[config.mk]
export PLATFORM = sky130hd
export DESIGN_NAME = page_transfer_arbiter
export DESIGN_NICKNAME = d
export VERILOG_FILES = /design/src/rtl/page_transfer_arbiter_pkg.sv /design/src/rtl/page_rr_picker.sv /design/src/rtl/page_transfer_arbiter.sv
export SDC_FILE = /design/constraint.sdc
export NUM_CORES = 1
export LEC_CHECK = 0
export CAP_MARGIN = 15
export CORE_AREA = 5 5 194 196
export CTS_BUF_LIST = sky130_fd_sc_hd__clkbuf_8
export DETAILED_ROUTE_END_ITERATION = 10
export DIE_AREA = 0 0 199 201
export GPL_TIMING_DRIVEN = 0
export PLACE_DENSITY = 0.62
export SETUP_SLACK_MARGIN = 0.02
export SYNTH_ARGS = -nofsm -noshare
export SYNTH_HDL_FRONTEND = slang
export SYNTH_SLANG_ARGS = --single-unit
[constraint.sdc]
create_clock -name clk -period 12.9 [get_ports clk]
set_input_delay 2.58 -clock clk [delete_from_list [all_inputs] [get_ports clk]]
set_output_delay 2.58 -clock clk [all_outputs]
set_load 0.005 [all_outputs]
[src/rtl/page_transfer_arbiter_pkg.sv]
// Shared types for the page transfer arbiter.
// Holds the arbiter FSM encoding and the QSPI address width.
package page_transfer_arbiter_pkg;

  typedef enum logic [1:0] {
    ST_IDLE    = 2'd0,
    ST_GRANT   = 2'd1,
    ST_ACTIVE  = 2'd2,
    ST_RELEASE = 2'd3
  } arb_state_t;

  localparam int QSPI_ADDRESS_SIZE = 24;

endpackage

[src/rtl/page_rr_picker.sv]
// Combinational round-robin pick: the first set bit of req, scanning upward from pointer
// and wrapping around. PAGE_COUNT must be a power of two so the index add wraps for free.
module page_rr_picker #(
  parameter int PAGE_COUNT = 16,
  parameter int INDEX_SIZE = $clog2(PAGE_COUNT)
) (
  input  logic [PAGE_COUNT-1:0] req,
  input  logic [INDEX_SIZE-1:0] pointer,
  output logic                  valid,
  output logic [INDEX_SIZE-1:0] index
);

  logic [INDEX_SIZE-1:0] cand_index [PAGE_COUNT];
  logic [PAGE_COUNT-1:0] cand_req;

  // Candidate gi is the page gi positions after the pointer.
  for (genvar gi = 0; gi < PAGE_COUNT; gi++) begin : g_rotate
    assign cand_index[gi] = pointer + INDEX_SIZE'(gi);
    assign cand_req[gi]   = req[cand_index[gi]];
  end

  always_comb begin
    valid = |req;
    index = '0;
    for (int k = PAGE_COUNT - 1; k >= 0; k--) begin
      if (cand_req[k]) index = cand_index[k];
    end
  end

endmodule

[src/rtl/page_transfer_arbiter.sv]
// Grants the single QSPI transfer engine to one cache page at a time and muxes that
// page's address/strobes onto the engine until its whole transfer has finished.
module page_transfer_arbiter
  import page_transfer_arbiter_pkg::*;
#(
  parameter int PAGE_COUNT = 16,
  parameter int INDEX_SIZE = $clog2(PAGE_COUNT)
) (
  input  logic                                    clk,
  input  logic                                    rst,
  input  logic                                    qspi_enable,
  input  logic                                    qspi_initialised,
  input  logic                                    qspi_busy,
  input  logic [PAGE_COUNT-1:0]                   page_requestData,
  input  logic [PAGE_COUNT-1:0]                   page_storeData,
  input  logic [PAGE_COUNT-1:0]                   page_changeAddress,
  input  logic [PAGE_COUNT*QSPI_ADDRESS_SIZE-1:0] page_address,
  input  logic                                    urgentValid,
  input  logic [INDEX_SIZE-1:0]                   urgentIndex,
  output logic [PAGE_COUNT-1:0]                   pageLoading,
  output logic [PAGE_COUNT-1:0]                   pageFlushing,
  output logic [QSPI_ADDRESS_SIZE-1:0]            qspi_address,
  output logic                                    qspi_changeAddress,
  output logic                                    qspi_requestData,
  output logic                                    qspi_storeData,
  output logic [INDEX_SIZE-1:0]                   activeIndex,
  output logic                                    active
);

  arb_state_t            state;
  logic [INDEX_SIZE-1:0] rr_pointer;
  logic                  active_flush;
  logic [PAGE_COUNT-1:0] req;
  logic                  pick_valid;
  logic [INDEX_SIZE-1:0] pick_index;
  logic                  urgent_hit;
  logic [INDEX_SIZE-1:0] winner;
  logic                  release_ok;

  assign req = page_requestData | page_storeData;

  page_rr_picker #(
    .PAGE_COUNT(PAGE_COUNT),
    .INDEX_SIZE(INDEX_SIZE)
  ) u_picker (
    .req    (req),
    .pointer(rr_pointer),
    .valid  (pick_valid),
    .index  (pick_index)
  );

  assign urgent_hit = urgentValid && req[urgentIndex];
  assign winner     = urgent_hit ? urgentIndex : pick_index;

  // A dropped request, a load/flush flip or a disabled block ends the grant,
  // but never while the engine is still mid-transaction.
  assign release_ok = (!req[activeIndex] || (page_storeData[activeIndex] != active_flush) ||
                       !qspi_enable) && !qspi_busy;

  always_ff @(posedge clk or posedge rst) begin
    if (rst) begin
      state        <= ST_IDLE;
      rr_pointer   <= '0;
      active_flush <= 1'b0;
      activeIndex  <= '0;
      active       <= 1'b0;
      pageLoading  <= '0;
      pageFlushing <= '0;
    end else begin
      case (state)
        ST_IDLE: begin
          if (qspi_enable && qspi_initialised && pick_valid) begin
            activeIndex  <= winner;
            active_flush <= page_storeData[winner];
            state        <= ST_GRANT;
          end
        end
        ST_GRANT: begin
          pageLoading  <= '0;
          pageFlushing <= '0;
          if (active_flush) pageFlushing[activeIndex] <= 1'b1;
          else              pageLoading[activeIndex]  <= 1'b1;
          active <= 1'b1;
          state  <= ST_ACTIVE;
        end
        ST_ACTIVE: begin
          if (release_ok) begin
            pageLoading  <= '0;
            pageFlushing <= '0;
            active       <= 1'b0;
            rr_pointer   <= activeIndex + 1'b1;
            state        <= ST_RELEASE;
          end
        end
        default: state <= ST_IDLE;
      endcase
    end
  end

  always_comb begin
    qspi_address       = '0;
    qspi_changeAddress = 1'b0;
    qspi_requestData   = 1'b0;
    qspi_storeData     = 1'b0;
    if (active) begin
      qspi_address       = page_address[QSPI_ADDRESS_SIZE*activeIndex +: QSPI_ADDRESS_SIZE];
      qspi_changeAddress = page_changeAddress[activeIndex];
      qspi_requestData   = !active_flush;
      qspi_storeData     = active_flush;
    end
  end

endmodule

==> flow_metrics.tcl, run 1 <==
set metrics [dict create \
    post_drt_via_cell_ratio 5.69 \
    hpwlAfterDp_um 48600 \
    detail_route_antenna_nets 0 \
    placement.io_buffers 505 \
    postSynth.topFlopCell "dfrtp_1" \
    syn_area_per_cell_um2 10.9 \
    grt_setup_unrepaired "false" \
    syn_inst 770 \
    dieHeight_um 201 \
    final_hold_viol_count 0 \
    syn_to_final_growth_pct 69.0 \
    cts_setup_buffers 0 \
    yosys.cell_count.top_type "mux4_2" \
    synth_seq_area_share_pct 13.1 \
    post_cts_resized 0 \
    drv_slew 0 \
    initial_utilization_pct 23.4 \
    vias_in_the_first_global_route 10500 \
    synth_async_sr_flop_share_pct 100 \
    initialDrtViolationCount 949 \
    final_util_pct 39.5 \
    cts_hold_bufs 0 \
    wl_per_cell_um 31.5 \
    std_cell_rows 70 \
    setup_viol 0 \
    startpoint "activeIndex[0]" \
    cap_violations 0 \
    worst_r2r_startpoint "rr_pointer[1]" \
    critical_path_required_ns 10.32 \
    run_status "finished clean" \
    clock_tree.buffer_depth 2 \
    place_inst 1747 \
    design.final.nets 1743 \
    setup-tns-final_ns 0 \
    net_count_of_the_mapped_netlist 1226 \
    pin_count_of_the_biggest_net_entering_global_routing 33 \
    setup_ws_ns 5.31 \
    timing.critical_path.fanout_max 10 \
    clockRootBuffer "clkbuf_8" \
    detail_route.first_pass.iterations 6 \
    die_x_um 199 \
    synthTopCellsByArea "mux4_2 (44%), dfrtp_1 (13%), nand2_1 (3.1%)" \
    preCtsSetupSlack_ns 5.43 \
    finalCritPeriodShare_pct 58.9 \
    drive_gt1_share_pct 18.1 \
    clk-insertion-delay-late_ns 0.30 \
    boundaryPins 506 \
    yosys.area.top_type "mux4_2" \
    p_leak_nw 4.99 \
    tritoncts "built" \
    global_route.usage.total_pct 26.7 \
    ctsHtreeMaxLevel 2 \
    timing.fmax_ghz 0.132 \
    tightestPinTransition_ns 1.12 \
    netlist.area_leader.share_pct 44.2 \
    coreArea_mm2 0.0359 \
    fin_crit_ns 7.59 \
    hold_start "pageFlushing[8]" \
    clk_pin_slew_ns 0.09 \
    timing.hold.worst.class "reg -> reg" \
    yosysWarningCount 0 \
    setup_skew_ns 0.00547 \
    detail_route.drc_violations 0 \
    synthesis.area_mm2 0.00840 \
    finalWeightedCongestion 0.975 \
    yosysUniqueCellTypes 78 \
    route.vias.total 10000 \
    synth_top_cells_by_count "mux4_2 (165), nand2_1 (69), nor2_1 (56)" \
    wl_um 55300 \
    first_pass_grt_wire_length_um 77200 \
    worst_ir_drop_vdd_uv 89.3 \
    synth_seq_cells 44 \
    clock_sink_count 44 \
    post_layout_nonfiller_instances 1758 \
    overflow 0 \
    num_cts_buffers 5 \
    crit_path_end_kind "output port" \
    worst_setup_path_start_kind "flop" \
    criticalPathCategory "reg -> out" \
    cp.arrival_ns 5.01 \
    areal_power_density_over_the_cells_mw_per_mm2 224 \
    die_area_mm2 0.0400 \
    synth-edff-count 0 \
    max-slew-margin-rel_pct 25.4 \
    antenna_found_initial 10 \
]
## layer usage
metal / GRT usage, % / share of wire (%) / up-vias
met5: 0 / 0.065 / -
met4: 5.03 / 2.2 / 6
met3: 5.87 / 7.6 / 73
met2: 48.2 / 52 / 577
met1: 32.8 / 38 / 5111
li1: - / - / 4244
## metrics by stage
stage	total power, mW	instance area, µm²	hold slack, ns
floorplan	1.98	8400	0.473
global placement	3.07	14000	0.467
detailed placement	3.08	14100	0.470
CTS	3.18	14200	0.489
global route	3.37	14200	0.514
finish	3.18	14200	0.483
## layout by cell type (no fill, tap or decap), types with 8 or more instances in the layout
master	n
clkdlybuf4s50_1	505
mux4_2	165
nand2_1	69
nor2_1	56
dfrtp_1	44
clkbuf_1	36
o21ai_0	36
and2_1	34
a21oi_1	28
or2_2	22
nand3_1	21
a32o_1	15
a2111oi_0	15
ha_1	14
buf_1	13
mux2i_1	13
nor3_1	10
xor2_1	9
inv_1	8
xnor2_1	8
o22ai_1	8
## path summary, 6_finish.rpt
| path | endpoint | slack, ns | cells after the start |
|---|---|---|---|
| max | qspi_address[15] | 5.31 | 7 |
| min | pageFlushing[8] | 0.48 | 2 |
| max reg2reg | active_flush | 6.73 | 19 |
| min reg2reg | pageFlushing[8] | 0.48 | 2 |
| max in group asynchronous | pageLoading[8] | 9.86 | 3 |
| min in group asynchronous | activeIndex[1] | 2.57 | 2 |
## worst max-delay path: stages (launching register included)
cell and delay [ns]:
dfrtp_1 0.53, clkbuf_1 0.71, clkbuf_1 0.72, buf_1 0.84
mux4_2 0.69, mux4_2 0.51, and2_1 0.17, clkdlybuf4s50_1 0.53
## power breakdown
part / total (mW) / internal (mW) / switching (mW)
clock network: 0.0863 / 0.0368 / 0.0495
logic: 2.87 / 1.31 / 1.56
registers: 0.224 / 0.177 / 0.0477
## registers in the layout, indices dropped and copies added, names as in the netlist
name and count:
active_flush 1, state 2, rr_pointer 4, pageFlushing 16, activeIndex 4, pageLoading 16, active 1
## layout make-up
cell class              count  area, µm²
clock inverters             2       12.5
fillers                  3583      21700
flip-flops and latches     44       1100
diodes                      3       7.51
plain buffers              62        279
multi-input cells         650       6970
well taps                 468        586
inverters                  14       52.6
clock buffers               5       68.8
repair buffers            510       5120
## kinds of logic after synthesis
logic type | count (synthesis) | share of synthesized area, %
AO/OA/AOI/OAI | 176 | 15.3
flip-flops | 44 | 13.1
adder cells (fa/ha/maj) | 14 | 2.09
multiplexers | 190 | 48.7
buffers and inverters | 76 | 3.95
AND/OR/NAND/NOR | 252 | 14.9
XOR/XNOR | 18 | 1.97
Note: power is estimated with default switching activity, not from simulation.
==> inputs of run 2 (changes only) <==
--- a/config.mk
+++ b/config.mk
@@ -6,12 +6,12 @@
 export NUM_CORES = 1
 export LEC_CHECK = 0
 export CAP_MARGIN = 15
-export CORE_AREA = 5 5 194 196
+export CORE_AREA = 5 5 192 194
 export CTS_BUF_LIST = sky130_fd_sc_hd__clkbuf_8
 export DETAILED_ROUTE_END_ITERATION = 10
-export DIE_AREA = 0 0 199 201
+export DIE_AREA = 0 0 197 199
 export GPL_TIMING_DRIVEN = 0
-export PLACE_DENSITY = 0.62
+export PLACE_DENSITY = 0.63
 export SETUP_SLACK_MARGIN = 0.02
 export SYNTH_ARGS = -nofsm -noshare
 export SYNTH_HDL_FRONTEND = slang
==> constraint.sdc (replaced) <==
create_clock -name clk -period 7.15 [get_ports clk]
set_input_delay 1.43 -clock clk [delete_from_list [all_inputs] [get_ports clk]]
set_output_delay 1.43 -clock clk [all_outputs]
set_load 0.005 [all_outputs]
==> run 2 against run 1 <==
  * Hold slack improved by 0.00090 ns
  * Wire length fell by 0.54%
  * Flip-flop and latch count unchanged
  * Critical path type is now reg -> reg
  * Worst setup slack worse by 4.6 ns
  * Power grew 83%
  * Via count rose by 1.2%
==> flow_metrics.tcl, run 2 (synthesis gave the netlist of run 1 again) <==
set metrics [dict create \
    mostFrequentLayoutCells "clkdlybuf4s50_1 (505), mux4_2 (165), nand2_1 (69), nor2_1 (56), dfrtp_1 (44)" \
    p_leak_nw 5.01 \
    tritoncts "built" \
    dieHeight_um 199 \
    crit_path_end_kind "flop" \
    post_drt_via_cell_ratio 5.76 \
    power_report.internal_total_mw 2.77 \
    placement.io_buffers 505 \
    boundaryPins 506 \
    ctsHtreeMaxLevel 2 \
    route.vias.total 10100 \
    detail_route.drc_violations 0 \
    overflow 0 \
    setup_ws_ns 0.688 \
    clk-insertion-delay-late_ns 0.30 \
    antenna_found_initial 22 \
    wl_um 55000 \
    fin_crit_ns 6.46 \
    post_cts_resized 0 \
    finalWeightedCongestion 0.951 \
    clock_tree.buffer_depth 2 \
    p_switching_mw 3.04 \
    worst_setup_path_start_kind "flop" \
    finalCritPeriodShare_pct 90.4 \
    final_hold_viol_count 0 \
    die_area_mm2 0.0392 \
    critical_path_required_ns 7.31 \
    first_pass_grt_wire_length_um 74100 \
    global_route.usage.total_pct 26.3 \
    setup-tns-final_ns 0 \
    pwr-share-seq_pct 7.1 \
    cts_hold_bufs 0 \
    cap_violations 0 \
    run_status "finished clean" \
    drv_slew 0 \
    num_cts_buffers 5 \
    worst_ir_drop_vdd_uv 152 \
    fill_cells 3451 \
    initialDrtViolationCount 1067 \
    timing.hold.worst.class "reg -> reg" \
    coreArea_mm2 0.0351 \
    die_x_um 197 \
    cts_setup_buffers 0 \
    power.share.clock_pct 2.8 \
    pin_count_of_the_biggest_net_entering_global_routing 41 \
    setup_skew_ns 0.00686 \
    criticalPathCategory "reg -> reg" \
    grt_setup_unrepaired "false" \
    worst-r2r-setup-slack_ns 0.69 \
    preCtsSetupSlack_ns 0.979 \
    startpoint "rr_pointer[1]" \
    drive_gt1_share_pct 18.1 \
    detail_route_antenna_nets 0 \
    clockRootBuffer "clkbuf_8" \
    worst_r2r_startpoint "rr_pointer[1]" \
    initial_utilization_pct 24.0 \
    clock_sink_count 44 \
    cp.arrival_ns 6.62 \
    combinationalPowerShare_pct 90.1 \
    power.share.switching_pct 52.4 \
    vias_in_the_first_global_route 10100 \
    std_cell_rows 69 \
    wl_per_cell_um 31.3 \
    syn_to_final_growth_pct 69.5 \
    hold_ws_ns 0.484 \
    mostFrequentLayoutCell "clkdlybuf4s50_1" \
    max-slew-margin-rel_pct 21.8 \
    design.final.nets 1744 \
    tightestPinTransition_ns 1.17 \
    setup_viol 0 \
    timing.critical_path.fanout_max 13 \
    timing.fmax_ghz 0.155 \
    clk_pin_slew_ns 0.08 \
    detail_route.first_pass.iterations 5 \
    hold_start "pageFlushing[15]" \
    registers_with_the_most_flip_flops "pageFlushing (16), pageLoading (16)" \
    areal_power_density_over_the_cells_mw_per_mm2 408 \
    hpwlAfterDp_um 47800 \
]
run 2: routing by layer:
layer	part of all wire [%]	global-route usage (%)
met1	38	33.1
met3	9.3	7.15
met5	0.16	0
met4	2.1	5.08
met2	51	45.8
run 2: stage by stage:
step / instances / area [µm²] / power [mW] / utilization [%]
after floorplan: 770 / 8400 / 3.57 / -
after global placement: 1736 / 14000 / 5.52 / 40.0
after detailed placement: 1741 / 14100 / 5.56 / 40.3
after CTS: 1749 / 14200 / 5.74 / 40.5
after global routing: 1753 / 14200 / 6.11 / 40.6
final: 1758 / 14200 / 5.81 / 40.6
run 2: path summary, 6_finish.rpt:
path	end	depth (start not counted)
worst max register to register	active_flush	18
min in group asynchronous	pageFlushing[11]	2
max in group asynchronous	activeIndex[3]	3
worst max-delay path	active_flush	18
worst min register to register	pageFlushing[15]	2
worst min-delay path	pageFlushing[15]	2
run 2: final cells by class:
type	instances	area, µm²	share of cell area (%)
well taps	461	577	4.05
clock inverters	2	7.51	0.0527
flip-flops and latches	44	1100	7.73
multi-input cells	650	6970	48.9
clock buffers	6	82.6	0.580
diodes	8	20.0	0.141
plain buffers	62	279	1.96
repair buffers	511	5150	36.2
inverters	14	52.6	0.369
run 2: worst max-delay path, stage by stage, from the launching register on:
cell	delay, ns
dfrtp_1	0.55
inv_2	0.12
buf_2	0.31
clkbuf_1	0.64
ha_1	0.36
buf_2	0.18
inv_2	0.17
buf_1	0.52
a2111oi_0	0.26
o41ai_1	0.57
o21a_1	0.51
nor2_1	0.10
o21a_1	0.18
o41ai_1	0.33
a21boi_2	0.59
mux2i_1	0.24
mux2i_1	0.20
o22ai_1	0.09
o211ai_1	0.39
run 2: power by group through the flow:
| stage | Clock, mW | Sequential, mW | Combinational (mW) |
|---|---|---|---|
| finish | 0.163 | 0.412 | 5.23 |
| global route | 0.172 | 0.420 | 5.52 |
| CTS | 0.163 | 0.412 | 5.16 |
| detailed placement | 0 | 0.417 | 5.14 |
| global placement | 0 | 0.415 | 5.11 |
| floorplan | 0 | 0.380 | 3.19 |
